--- config.mk ---
export PLATFORM = sky130hd
export DESIGN_NAME = wfm_seq_ctrl_flat
export DESIGN_NICKNAME = d
export VERILOG_FILES = /design/src/rtl/wfm_pkg.sv /design/src/rtl/wfm_seq_ctrl_if.sv /design/src/rtl/wfm_thr_adj.sv /design/src/rtl/wfm_seq_ctrl.sv /design/src/flat_wrapper.sv
export SDC_FILE = /design/constraint.sdc
export NUM_CORES = 1
export LEC_CHECK = 0
export CELL_PAD_IN_SITES_DETAIL_PLACEMENT = 1
export CELL_PAD_IN_SITES_GLOBAL_PLACEMENT = 2
export CORE_MARGIN = 1.5
export CORE_UTILIZATION = 27
export CTS_BUF_LIST = sky130_fd_sc_hd__clkbuf_16
export DETAILED_ROUTE_END_ITERATION = 10
export HOLD_SLACK_MARGIN = 0.03
export PLACE_DENSITY = 0.8
export SYNTH_ARGS = -nofsm -noshare
export SYNTH_HDL_FRONTEND = slang
export SYNTH_SLANG_ARGS = --single-unit
--- constraint.sdc ---
create_clock -name CLK -period 3.45 [get_ports CLK]
set_input_delay 0.69 -clock CLK [delete_from_list [all_inputs] [get_ports CLK]]
set_output_delay 0.69 -clock CLK [all_outputs]
set_load 0.02 [all_outputs]
--- src/rtl/wfm_pkg.sv ---
// Shared definitions for the waveform memory sequencer: the USB command codes,
// the controller state encoding (also shown on the status LEDs) and the
// threshold-step decode.
package wfm_pkg;

  localparam logic [7:0] CMD_CLR    = 8'd1;
  localparam logic [7:0] CMD_ACLR   = 8'd2;
  localparam logic [7:0] CMD_PAT    = 8'd3;
  localparam logic [7:0] CMD_IDLE   = 8'd4;
  localparam logic [7:0] CMD_XFER   = 8'd5;
  localparam logic [7:0] CMD_INIT   = 8'd6;
  localparam logic [7:0] CMD_NORMAL = 8'd7;
  localparam logic [7:0] CMD_LEN    = 8'd8;
  localparam logic [7:0] CMD_THU32  = 8'd16;
  localparam logic [7:0] CMD_THD32  = 8'd17;
  localparam logic [7:0] CMD_THU4   = 8'd18;
  localparam logic [7:0] CMD_THD4   = 8'd19;

  // The numeric value of each state is what the LEDs display.
  typedef enum logic [3:0] {
    ST_IDLE  = 4'd0,
    ST_ARM   = 4'd1,
    ST_CAPT  = 4'd2,
    ST_CLR   = 4'd3,
    ST_PAT   = 4'd4,
    ST_XRD   = 4'd5,
    ST_XWT   = 4'd6,
    ST_XPUSH = 4'd7
  } state_t;

  typedef enum logic [2:0] {
    THR_NOP,
    THR_UP32,
    THR_DN32,
    THR_UP4,
    THR_DN4
  } thr_op_t;

  // Maps a command code onto a threshold step; anything else is a no-op.
  function automatic thr_op_t thr_decode(input logic [7:0] code);
    thr_op_t op;
    case (code)
      CMD_THU32: op = THR_UP32;
      CMD_THD32: op = THR_DN32;
      CMD_THU4:  op = THR_UP4;
      CMD_THD4:  op = THR_DN4;
      default:   op = THR_NOP;
    endcase
    return op;
  endfunction

endpackage

--- src/rtl/wfm_seq_ctrl_if.sv ---
// Command, sample, RAM-port, TX-FIFO and status signals of the waveform
// sequencer. The master side is the sequencer; the slave side is the
// surrounding board logic (USB core, ADC path, RAM, FIFO).
interface wfm_seq_ctrl_if #(
  parameter int ADDR_W = 10,
  parameter int DAT_W  = 10
);

  logic [7:0]        CMD;
  logic              CMD_STB;
  logic [DAT_W-1:0]  ADC_D;
  logic              ADC_VLD;
  logic [ADDR_W-1:0] MEM_ADDR;
  logic              MEM_WE;
  logic [DAT_W-1:0]  MEM_WD;
  logic [DAT_W-1:0]  MEM_RD;
  logic              TX_FULL;
  logic              TX_WR;
  logic [15:0]       TX_D;
  logic [DAT_W-1:0]  THR;
  logic              BUSY;
  logic              FULL;
  logic [3:0]        LX;

  modport master (
    input  CMD, CMD_STB, ADC_D, ADC_VLD, MEM_RD, TX_FULL,
    output MEM_ADDR, MEM_WE, MEM_WD, TX_WR, TX_D, THR, BUSY, FULL, LX
  );

  modport slave (
    output CMD, CMD_STB, ADC_D, ADC_VLD, MEM_RD, TX_FULL,
    input  MEM_ADDR, MEM_WE, MEM_WD, TX_WR, TX_D, THR, BUSY, FULL, LX
  );

endinterface

--- src/rtl/wfm_thr_adj.sv ---
// Trigger threshold register. Steps up or down by 32 or 4 on command and
// clamps at 0 and full scale instead of wrapping; reloads the power-up value
// on reset or on the init command.
module wfm_thr_adj
  import wfm_pkg::*;
#(
  parameter int DAT_W    = 10,
  parameter int THR_INIT = 512
) (
  input  logic             CLK,
  input  logic             RESD,
  input  logic             init,
  input  thr_op_t          op,
  output logic [DAT_W-1:0] THR
);

  localparam logic [DAT_W:0]   THR_MAX = {1'b0, {DAT_W{1'b1}}};
  localparam logic [DAT_W-1:0] THR_RST = DAT_W'(THR_INIT);

  // One extra bit of headroom lets the up-step detect overflow before clamping.
  function automatic logic [DAT_W-1:0] sat_adj(input logic [DAT_W-1:0] cur,
                                               input thr_op_t op_i);
    logic [DAT_W:0] wide;
    logic [DAT_W:0] step;
    step = (op_i == THR_UP32 || op_i == THR_DN32) ? (DAT_W+1)'(32) : (DAT_W+1)'(4);
    wide = {1'b0, cur};
    case (op_i)
      THR_UP32, THR_UP4: begin
        wide = wide + step;
        if (wide > THR_MAX) wide = THR_MAX;
      end
      THR_DN32, THR_DN4: begin
        wide = (wide < step) ? '0 : wide - step;
      end
      default: ;
    endcase
    return wide[DAT_W-1:0];
  endfunction

  // Init wins over a step; a new value is used by the next trigger compare.
  always_ff @(posedge CLK) begin
    if (RESD || init) begin
      THR <= THR_RST;
    end else if (op != THR_NOP) begin
      THR <= sat_adj(THR, op);
    end
  end

endmodule

--- src/rtl/wfm_seq_ctrl.sv ---
// Waveform memory sequencer. Decodes USB commands and drives the waveform RAM:
// triggered capture of ADC samples, clear, address-pattern fill, and read-out
// of the RAM to the USB TX FIFO with back-pressure. Abort/init commands are
// honoured in every state; mode commands only while idle.
module wfm_seq_ctrl
  import wfm_pkg::*;
#(
  parameter int ADDR_W    = 10,
  parameter int DAT_W     = 10,
  parameter int THR_INIT  = 512,
  parameter int LEN_SHORT = 128
) (
  input  logic          CLK,
  input  logic          RESD,
  wfm_seq_ctrl_if.master bus
);

  localparam logic [ADDR_W-1:0] ADDR_LAST = '1;
  localparam logic [ADDR_W:0]   LEN_FULL  = (ADDR_W+1)'(2**ADDR_W);
  localparam logic [ADDR_W:0]   LEN_SHRT  = (ADDR_W+1)'(LEN_SHORT);

  state_t            state_q, state_d;
  logic [ADDR_W-1:0] addr_q, addr_d;
  logic [ADDR_W:0]   cnt_q, cnt_d;
  logic [ADDR_W:0]   cnt_inc;
  logic [ADDR_W:0]   len_q, len_d;
  logic              full_q, full_d;
  logic [DAT_W-1:0]  tx_d_p1, tx_d_d;
  logic              mem_we;
  logic [DAT_W-1:0]  mem_wd;
  logic              tx_wr;
  logic              cmd_init;
  logic              cmd_abort;
  thr_op_t           thr_op;
  logic [DAT_W-1:0]  thr;

  assign cmd_init  = bus.CMD_STB && (bus.CMD == CMD_INIT);
  assign cmd_abort = bus.CMD_STB && (bus.CMD == CMD_IDLE);
  assign thr_op    = bus.CMD_STB ? thr_decode(bus.CMD) : THR_NOP;
  assign cnt_inc   = cnt_q + 1'b1;

  wfm_thr_adj #(
    .DAT_W    (DAT_W),
    .THR_INIT (THR_INIT)
  ) u_thr_adj (
    .CLK  (CLK),
    .RESD (RESD),
    .init (cmd_init),
    .op   (thr_op),
    .THR  (thr)
  );

  // Next-state and RAM/FIFO strobes; abort and init pre-empt any state action.
  always_comb begin
    state_d = state_q;
    addr_d  = addr_q;
    cnt_d   = cnt_q;
    len_d   = len_q;
    full_d  = full_q;
    tx_d_d  = tx_d_p1;
    mem_we  = 1'b0;
    mem_wd  = '0;
    tx_wr   = 1'b0;

    if (cmd_init || cmd_abort) begin
      state_d = ST_IDLE;
      addr_d  = '0;
      if (cmd_init) begin
        len_d  = LEN_FULL;
        full_d = 1'b0;
      end
    end else begin
      case (state_q)
        ST_IDLE: begin
          if (bus.CMD_STB) begin
            case (bus.CMD)
              CMD_NORMAL: begin
                state_d = ST_ARM;
                full_d  = 1'b0;
                addr_d  = '0;
              end
              CMD_CLR: begin
                state_d = ST_CLR;
                addr_d  = '0;
              end
              CMD_PAT: begin
                state_d = ST_PAT;
                addr_d  = '0;
              end
              CMD_XFER: begin
                state_d = ST_XRD;
                addr_d  = '0;
                cnt_d   = '0;
              end
              CMD_ACLR: addr_d = '0;
              CMD_LEN:  len_d  = LEN_SHRT;
              default: ;
            endcase
          end
        end

        // The sample that fires the trigger is itself the first stored word.
        ST_ARM: begin
          if (bus.ADC_VLD && (bus.ADC_D > thr)) begin
            mem_we  = 1'b1;
            mem_wd  = bus.ADC_D;
            addr_d  = addr_q + 1'b1;
            state_d = ST_CAPT;
          end
        end

        ST_CAPT: begin
          if (bus.ADC_VLD) begin
            mem_we = 1'b1;
            mem_wd = bus.ADC_D;
            if (addr_q == ADDR_LAST) begin
              full_d  = 1'b1;
              addr_d  = '0;
              state_d = ST_IDLE;
            end else begin
              addr_d = addr_q + 1'b1;
            end
          end
        end

        ST_CLR, ST_PAT: begin
          mem_we = 1'b1;
          mem_wd = (state_q == ST_PAT) ? DAT_W'(addr_q) : '0;
          if (addr_q == ADDR_LAST) begin
            addr_d  = '0;
            state_d = ST_IDLE;
          end else begin
            addr_d = addr_q + 1'b1;
          end
        end

        // RAM sees the address this cycle and returns data on the next.
        ST_XRD: state_d = ST_XWT;

        ST_XWT: begin
          tx_d_d  = bus.MEM_RD;
          state_d = ST_XPUSH;
        end

        // Hold the word until the FIFO has room; never write into a full FIFO.
        ST_XPUSH: begin
          if (!bus.TX_FULL) begin
            tx_wr = 1'b1;
            cnt_d = cnt_inc;
            if (cnt_inc == len_q) begin
              addr_d  = '0;
              state_d = ST_IDLE;
            end else begin
              addr_d  = addr_q + 1'b1;
              state_d = ST_XRD;
            end
          end
        end

        default: state_d = ST_IDLE;
      endcase
    end

    // Nothing leaves the block toward RAM or FIFO while reset is held.
    if (RESD) begin
      mem_we = 1'b0;
      mem_wd = '0;
      tx_wr  = 1'b0;
    end
  end

  // Controller and output registers; everything returns to its reset value.
  always_ff @(posedge CLK) begin
    if (RESD) begin
      state_q <= ST_IDLE;
      addr_q  <= '0;
      cnt_q   <= '0;
      len_q   <= LEN_FULL;
      full_q  <= 1'b0;
      tx_d_p1 <= '0;
    end else begin
      state_q <= state_d;
      addr_q  <= addr_d;
      cnt_q   <= cnt_d;
      len_q   <= len_d;
      full_q  <= full_d;
      tx_d_p1 <= tx_d_d;
    end
  end

  assign bus.MEM_ADDR = addr_q;
  assign bus.MEM_WE   = mem_we;
  assign bus.MEM_WD   = mem_wd;
  assign bus.TX_WR    = tx_wr;
  assign bus.TX_D     = 16'(tx_d_p1);
  assign bus.THR      = thr;
  assign bus.BUSY     = (state_q != ST_IDLE);
  assign bus.FULL     = full_q;
  assign bus.LX       = state_q;

endmodule
--- src/flat_wrapper.sv ---
// flat-port wrapper written by rule: the top's interface ports become plain ports
module wfm_seq_ctrl_flat import wfm_pkg::*;
#(
  parameter int ADDR_W    = 10,
  parameter int DAT_W     = 10,
  parameter int THR_INIT  = 512,
  parameter int LEN_SHORT = 128
)
  (CLK, RESD, bus_CMD, bus_CMD_STB, bus_ADC_D, bus_ADC_VLD, bus_MEM_RD, bus_TX_FULL, bus_MEM_ADDR, bus_MEM_WE, bus_MEM_WD, bus_TX_WR, bus_TX_D, bus_THR, bus_BUSY, bus_FULL, bus_LX);
  wfm_seq_ctrl_if #(.ADDR_W(ADDR_W), .DAT_W(DAT_W)) bus_i ();
  input  logic CLK;
  input  logic RESD;
  input wire logic [$bits(bus_i.CMD)-1:0] bus_CMD;
  input wire logic [$bits(bus_i.CMD_STB)-1:0] bus_CMD_STB;
  input wire logic [$bits(bus_i.ADC_D)-1:0] bus_ADC_D;
  input wire logic [$bits(bus_i.ADC_VLD)-1:0] bus_ADC_VLD;
  input wire logic [$bits(bus_i.MEM_RD)-1:0] bus_MEM_RD;
  input wire logic [$bits(bus_i.TX_FULL)-1:0] bus_TX_FULL;
  output wire logic [$bits(bus_i.MEM_ADDR)-1:0] bus_MEM_ADDR;
  output wire logic [$bits(bus_i.MEM_WE)-1:0] bus_MEM_WE;
  output wire logic [$bits(bus_i.MEM_WD)-1:0] bus_MEM_WD;
  output wire logic [$bits(bus_i.TX_WR)-1:0] bus_TX_WR;
  output wire logic [$bits(bus_i.TX_D)-1:0] bus_TX_D;
  output wire logic [$bits(bus_i.THR)-1:0] bus_THR;
  output wire logic [$bits(bus_i.BUSY)-1:0] bus_BUSY;
  output wire logic [$bits(bus_i.FULL)-1:0] bus_FULL;
  output wire logic [$bits(bus_i.LX)-1:0] bus_LX;
  assign bus_i.CMD = bus_CMD;
  assign bus_i.CMD_STB = bus_CMD_STB;
  assign bus_i.ADC_D = bus_ADC_D;
  assign bus_i.ADC_VLD = bus_ADC_VLD;
  assign bus_i.MEM_RD = bus_MEM_RD;
  assign bus_i.TX_FULL = bus_TX_FULL;
  assign bus_MEM_ADDR = bus_i.MEM_ADDR;
  assign bus_MEM_WE = bus_i.MEM_WE;
  assign bus_MEM_WD = bus_i.MEM_WD;
  assign bus_TX_WR = bus_i.TX_WR;
  assign bus_TX_D = bus_i.TX_D;
  assign bus_THR = bus_i.THR;
  assign bus_BUSY = bus_i.BUSY;
  assign bus_FULL = bus_i.FULL;
  assign bus_LX = bus_i.LX;
  wfm_seq_ctrl #(.ADDR_W(ADDR_W), .DAT_W(DAT_W), .THR_INIT(THR_INIT), .LEN_SHORT(LEN_SHORT)) u_core (.CLK(CLK), .RESD(RESD), .bus(bus_i));
endmodule
==> impl_metrics.py <==
metrics = {
    "run_status": {
        "run_status": "complete, no violations",
    },
    "sta": {
        "final_hold_viol_count": 0,
        "slew-limit-headroom_pct": 59.8,
        "setup-violations-final": 0,
        "fin_skew_ns": 0.00451,
        "setup-tns-final_ns": 0,
        "slew_viol_final": 0,
        "post-route-period-util_pct": 99.2,
        "fin_worst_hold_slack_ns": 0.495,
        "period_needed_ns": 3.42,
        "worst_pin_slew_ns": 0.604,
        "fmax_ghz": 0.292,
    },
    "drt": {
        "violation_count_after_the_first_detailed_routing_iteration": 116,
        "wire_per_inst_um": 16.8,
        "vias_per_cell": 5.27,
        "postRouteAntennaNets": 0,
        "post-route-drc-count": 0,
        "drt-total-wl_um": 11800,
        "first_pass_iters": 4,
        "vias": 3703,
    },
    "place": {
        "gp_routability_congestion": 0.855,
        "place.detailed.hpwl_um": 8930,
        "buffer_ports.inserted": 79,
        "instance_area_at_placement_um2": 4520,
        "place.detailed.instances": 693,
    },
    "synth": {
        "synthSimpleGateAreaFrac_pct": 26.3,
        "ys.warnings.count": 0,
        "yosys-top-cells-count": "nor2_1, dfxtp_1, nand2_1",
        "synth_sequential_area_ratio_pct": 27.9,
        "top_cells_by_area_synth": "dfxtp_1, nor2_1, ha_1",
        "synthMostInstantiatedCell": "nor2_1",
        "synthDominantAreaCellType": "dfxtp_1",
        "synthDominantCellAreaShare_pct": 27.9,
        "synth_edf_count": 0,
        "synth_top_family_by_area": "simple AND/OR/NAND/NOR gates",
        "dominantRegCellSynth": "dfxtp_1",
        "async_flop_share_pct": 0,
        "synth-adder-area-share_pct": 6.82,
        "synth.avg_cell_area_um2": 7.52,
        "synth_cell_types": 64,
        "synth_compound_gate_area_share_pct": 24.6,
        "post_synth_inst_count": 439,
        "synth.mux.area_fraction_pct": 4.25,
        "yosys.area_share.xor_xnor_pct": 2.65,
        "syn_area_um2": 3300,
        "synth-seq-cells": 46,
    },
    "critical_path": {
        "worstReg2RegStart": "u_core.cnt_q[0]$_SDFFE_PP0P_",
        "timing.critical_path.slowest_cell_delay_ns": 0.33,
        "endpoint_kind": "primary output",
        "reg2reg_slack_ns": 0.70,
        "worst_ep_arrival_time_ns": 2.73,
        "startpoint_type": "primary input",
        "max_fanout_on_critical_path": 5,
        "timing.critical_path.cells": "dlygate4sd2_1 > ha_1 > nand3_2 > nor2_4 > a21boi_2 > o31ai_2 > o32ai_2 > buf_4 > a22oi_1 > nor2_1 > buf_2",
        "cp_data_required_time_ns": 2.76,
        "crit_type": "primary input to primary output",
        "worst_r2r_endpoint": "u_core.bus.MEM_ADDR[9]$_SDFFE_PP0P_",
        "worst_r2r_path_depth": 9,
        "critical-path-slowest-cell": "ha_1",
    },
    "floorplanning": {
        "core-area_um2": 12000,
        "ioPinCount": 87,
        "die_width_um": 114,
        "fp-row-count": 40,
        "initial_core_util_pct": 27.6,
        "design.die.area_um2": 12900,
        "floorplan.die.height_um": 114,
    },
    "finish": {
        "antenna_cells_inserted": 0,
        "nNetsFinal": 605,
        "instances_no_fill": 702,
        "areaGrowthSynthToFinish_pct": 45.5,
        "final_cell_area_um2": 4800,
        "num-fill-cells": 1451,
        "layout-drive-gt1-share_pct": 18.2,
    },
    "power_and_ir_drop": {
        "peakVddDrop_mv": 0.160,
        "gate_power_share_pct": 28.9,
        "internal_power_mw": 0.984,
        "power.density_nw_per_um2": 303,
        "power.share.switching_pct": 32.5,
        "switchingPower_mw": 0.473,
        "pwr-share-seq_pct": 37.5,
        "power.share.clock_pct": 33.6,
        "leakage_nw": 1.87,
    },
    "cts": {
        "clk_root_buffer_cell": "clkbuf_16",
        "numCtsBuffers": 5,
        "clockBufferDepth": 2,
        "clock_sink_count": 46,
        "insertion_delay_ns": 0.29,
        "tritoncts": "built",
        "cts.reportedPaths.clkPinSlew_ns": 0.06,
        "cts-htree-levels": 2,
    },
    "global_routing": {
        "antenna_found_initial": 0,
        "global_route_wire_length_before_repair_um": 18900,
        "grt_max_degree": 24,
        "globalRouteOverflowTotal": 0,
        "global_route.usage.total_pct": 18.0,
        "via_count_of_the_first_global_routing_pass": 3715,
    },
    "worst_hold_path": {
        "hold_path_stages": 2,
        "holdPathEnd": "u_core.tx_d_p1[7]$_SDFFE_PP0P_",
        "hold_start": "u_core.tx_d_p1[7]$_SDFFE_PP0P_",
        "worstHoldPathType": "register to register",
    },
    "run": {
        "maxCapViolations": 0,
    },
}
==> cells by family after synthesis <==
| group | after synthesis |
|---|---|
| AOI/OAI and AO/OA | 124 |
| xor gates and xnor gates | 10 |
| and+or+nand+nor | 177 |
| muxes | 14 |
| other | 1 |
| adders and majority gates | 18 |
| DFF | 46 |
| buffers and inverters | 49 |
==> worst max-delay path by stage <==
stage,from,to,slack [ns],cells past startpoint
2_1_floorplan,u_core.u_thr_adj.THR[8]$_SDFFE_PP0P_,bus_MEM_WD[0],0.22,10
3_3_place_gp,bus_ADC_D[7],bus_MEM_WD[3],-0.42,11
3_5_place_dp,bus_ADC_D[7],bus_MEM_WD[6],-0.51,11
4_1_cts,bus_ADC_D[5],bus_MEM_WD[4],0.03,10
5_1_grt,bus_ADC_D[1],bus_MEM_WD[7],-0.03,11
6_report,bus_ADC_D[7],bus_MEM_WD[6],0.03,11
==> sequential cells by signal, indices dropped and copies added (netlist names) <==
signal	flops
u_core.cnt_q	11
u_core.bus.MEM_ADDR	10
u_core.tx_d_p1	10
u_core.u_thr_adj.THR	9
u_core.bus.LX	3
u_core.len_q	2
u_core.bus.FULL	1
==> final cells by class <==
type | instances | area, um^2 | share of cell area, %
clock buffer | 5 | 125 | 2.61
clock inverter | 3 | 16.3 | 0.339
inverter | 19 | 71.3 | 1.49
multi-input combinational | 350 | 2320 | 48.2
sequential | 46 | 921 | 19.2
tap | 147 | 184 | 3.83
timing repair buffer | 132 | 1170 | 24.3
==> what timing repair did <==
item | 4_1_cts | 5_1_grt
cloned | 1 | 0
endpoints found under the setup margin | 12 | 17
hold buffers | 0 | 0
pin swaps | 5 | 8
resized for setup | 59 | 32
buffers inserted | 0 | 0
==> critical path: cells and delay by family <==
| kind | cells | cell delay, ns |
|---|---|---|
| adders and majority gates | 1 | 0.33 |
| and+or+nand+nor | 3 | 0.44 |
| AOI/OAI and AO/OA | 4 | 0.59 |
| buffers and inverters | 3 | 0.67 |
==> power groups by stage <==
stage	combinational (mW)	clock (mW)	sequential, mW
floorplan	0.216	0	0.566
global placement	0.392	0	0.558
detailed placement	0.402	0	0.558
CTS	0.409	0.500	0.547
global route	0.456	0.524	0.548
finish	0.421	0.489	0.547
==> layer usage <==
layer / share of wire, % / routed length, um / global-route usage, %
met1: 47 / 5610 / 23.4
met5: 0 / 0 / 0
met3: 2.3 / 269 / 2.92
met4: 0.92 / 109 / 4.42
met2: 49 / 5830 / 31.2
==> per-stage QoR <==
stage	setup WS, ns	total power, mW	util [%]
2_1_floorplan	0.222	0.781	-
3_3_place_gp	-0.420	0.949	37.8
3_5_place_dp	-0.509	0.960	37.8
4_1_cts	0.0342	1.45	39.0
5_1_grt	-0.0336	1.53	40.1
6_report	0.0275	1.46	40.1
==> cell usage in the layout (no fill, tap or decap), drive strengths merged, types with 5 or more instances in the layout <==
cell type      instances
dlymetal6s2s           8
o21bai                 6
xnor2                  8
conb                   7
a31oi                  8
clkdlybuf4s50         57
nor2                  66
a22oi                 11
nor4                   7
a22o                   5
a21oi                 28
inv                   19
dfxtp                 46
clkbuf                 5
nand4                  6
mux2i                 14
nand2                 31
nand3                 18
ha                    18
or3                    8
nor3                  13
buf                   63
o21ai                 31
No activity file was read; power rests on OpenSTA's default activity.
==> edit: new RTL, config.mk and constraints unchanged <==
`ADDR_W` is set to 10 in 3 places; all go to 9.
--- a/src/rtl/wfm_seq_ctrl_if.sv
+++ b/src/rtl/wfm_seq_ctrl_if.sv
@@ -2,7 +2,7 @@
 // sequencer. The master side is the sequencer; the slave side is the
 // surrounding board logic (USB core, ADC path, RAM, FIFO).
 interface wfm_seq_ctrl_if #(
-  parameter int ADDR_W = 10,
+  parameter int ADDR_W = 9,
   parameter int DAT_W  = 10
 );
 
--- a/src/rtl/wfm_seq_ctrl.sv
+++ b/src/rtl/wfm_seq_ctrl.sv
@@ -5,7 +5,7 @@
 module wfm_seq_ctrl
   import wfm_pkg::*;
 #(
-  parameter int ADDR_W    = 10,
+  parameter int ADDR_W    = 9,
   parameter int DAT_W     = 10,
   parameter int THR_INIT  = 512,
   parameter int LEN_SHORT = 128
--- a/src/flat_wrapper.sv
+++ b/src/flat_wrapper.sv
@@ -1,7 +1,7 @@
 // flat-port wrapper written by rule: the top's interface ports become plain ports
 module wfm_seq_ctrl_flat import wfm_pkg::*;
 #(
-  parameter int ADDR_W    = 10,
+  parameter int ADDR_W    = 9,
   parameter int DAT_W     = 10,
   parameter int THR_INIT  = 512,
   parameter int LEN_SHORT = 128
Ports: changed (resized bus_MEM_ADDR); port bits go from 87 to 86. The function was not compared with the original's and may differ.
==> edit against the unedited design <==
- cell count is 0.14% higher
- combinational power is 13% higher
- area after synthesis is 0.99% lower
- total power is 4.3% higher
- maximum frequency is 1.4% higher
- worst setup slack better by 0.047 ns
- wire length is 2.0% higher
- final area is 1.5% higher
- sequential cell count is 2 lower
==> edit: results (changes against the unedited design) <==
pre-CTS setup slack=-0.9140 ns (-0.4052 ns); utilization after layout=40.93% (+0.79 points); Clock Power=0.497 mW (+2%); first-pass GRT wire length=19420 µm (+2.7%); multi-input gate share of total cell area=49.06% (+0.84 points); largest net degree at the start of global routing=30 (+25%); GRT Resource Usage Total=18.65% (+0.66 points); CP arrival=2.69 ns (-0.04 ns); Buffers on Ports=78 (-1.3%); slowest CP cell=a211oi_2; Signal buffers=140 (+6.1%); number of global-route vias before repair=3741 (+0.70%); Placed Cells=687 (-0.87%); met3 usage in global routing=2.357% (-0.57 points); post-synthesis register bit count=44 (-4.3%); XOR/XNOR share of the synthesized area=1.876% (-0.78 points); drt wl/cell=17.15 µm (+1.9%); post-synthesis compound-gate area fraction=24.66% (+0.053 points); multi-input gate count=347 (-0.86%); Post-DP HPWL=8939 µm (about the same); Inverters=17 (-2); multiplexer area fraction after synthesis=3.369% (-0.88 points); outcome=finished clean; Cells after Synth=431 (-1.8%); synth cell count leaders=57 x nor2_1, 44 x dfxtp_1, 33 x a21oi_1; Pleak=1.852 nW (-1.1%); sequential fraction of the synthesis area=26.95% (-0.95 points); Max VDD drop=0.1839 mV (+15%); non-filler instance count after layout=703 (+0.14%)
[edit: changes by cell type after synthesis, moves of 5 or more]
cell and change:
a21oi_1 +6, and3_1 +5, buf_2 +5, nand2_1 -6, nor2_1 -9, nor4_1 -5
o21ai_0 -5
[edit: what timing repair did]
item,in CTS,in global routing
pin swaps,15,15
setup endpoints to repair,12,19
buffers inserted,4,3
resized for setup,89,40
cloned,1,0
[edit: final timing paths]
check                         startpoint          endpoint  slack [ns]  depth (start not counted)
hold reg to reg          u_core.len_q[9]   u_core.len_q[9]        0.48                          1
setup reg to reg  u_core.bus.MEM_ADDR[1]  u_core.bus.LX[1]        0.76                         11
setup / recovery            bus_ADC_D[1]     bus_MEM_WD[1]        0.07                         12
hold / removal           u_core.len_q[9]   u_core.len_q[9]        0.48                          1
[edit: per-layer routing]
| metal | vias to the layer above | share of wire, % |
|---|---|---|
| met5 | - | 0 |
| met4 | 0 | 0.64 |
| met2 | 39 | 50 |
| met1 | 1833 | 47 |
| met3 | 5 | 2.1 |
| li1 | 1819 | - |
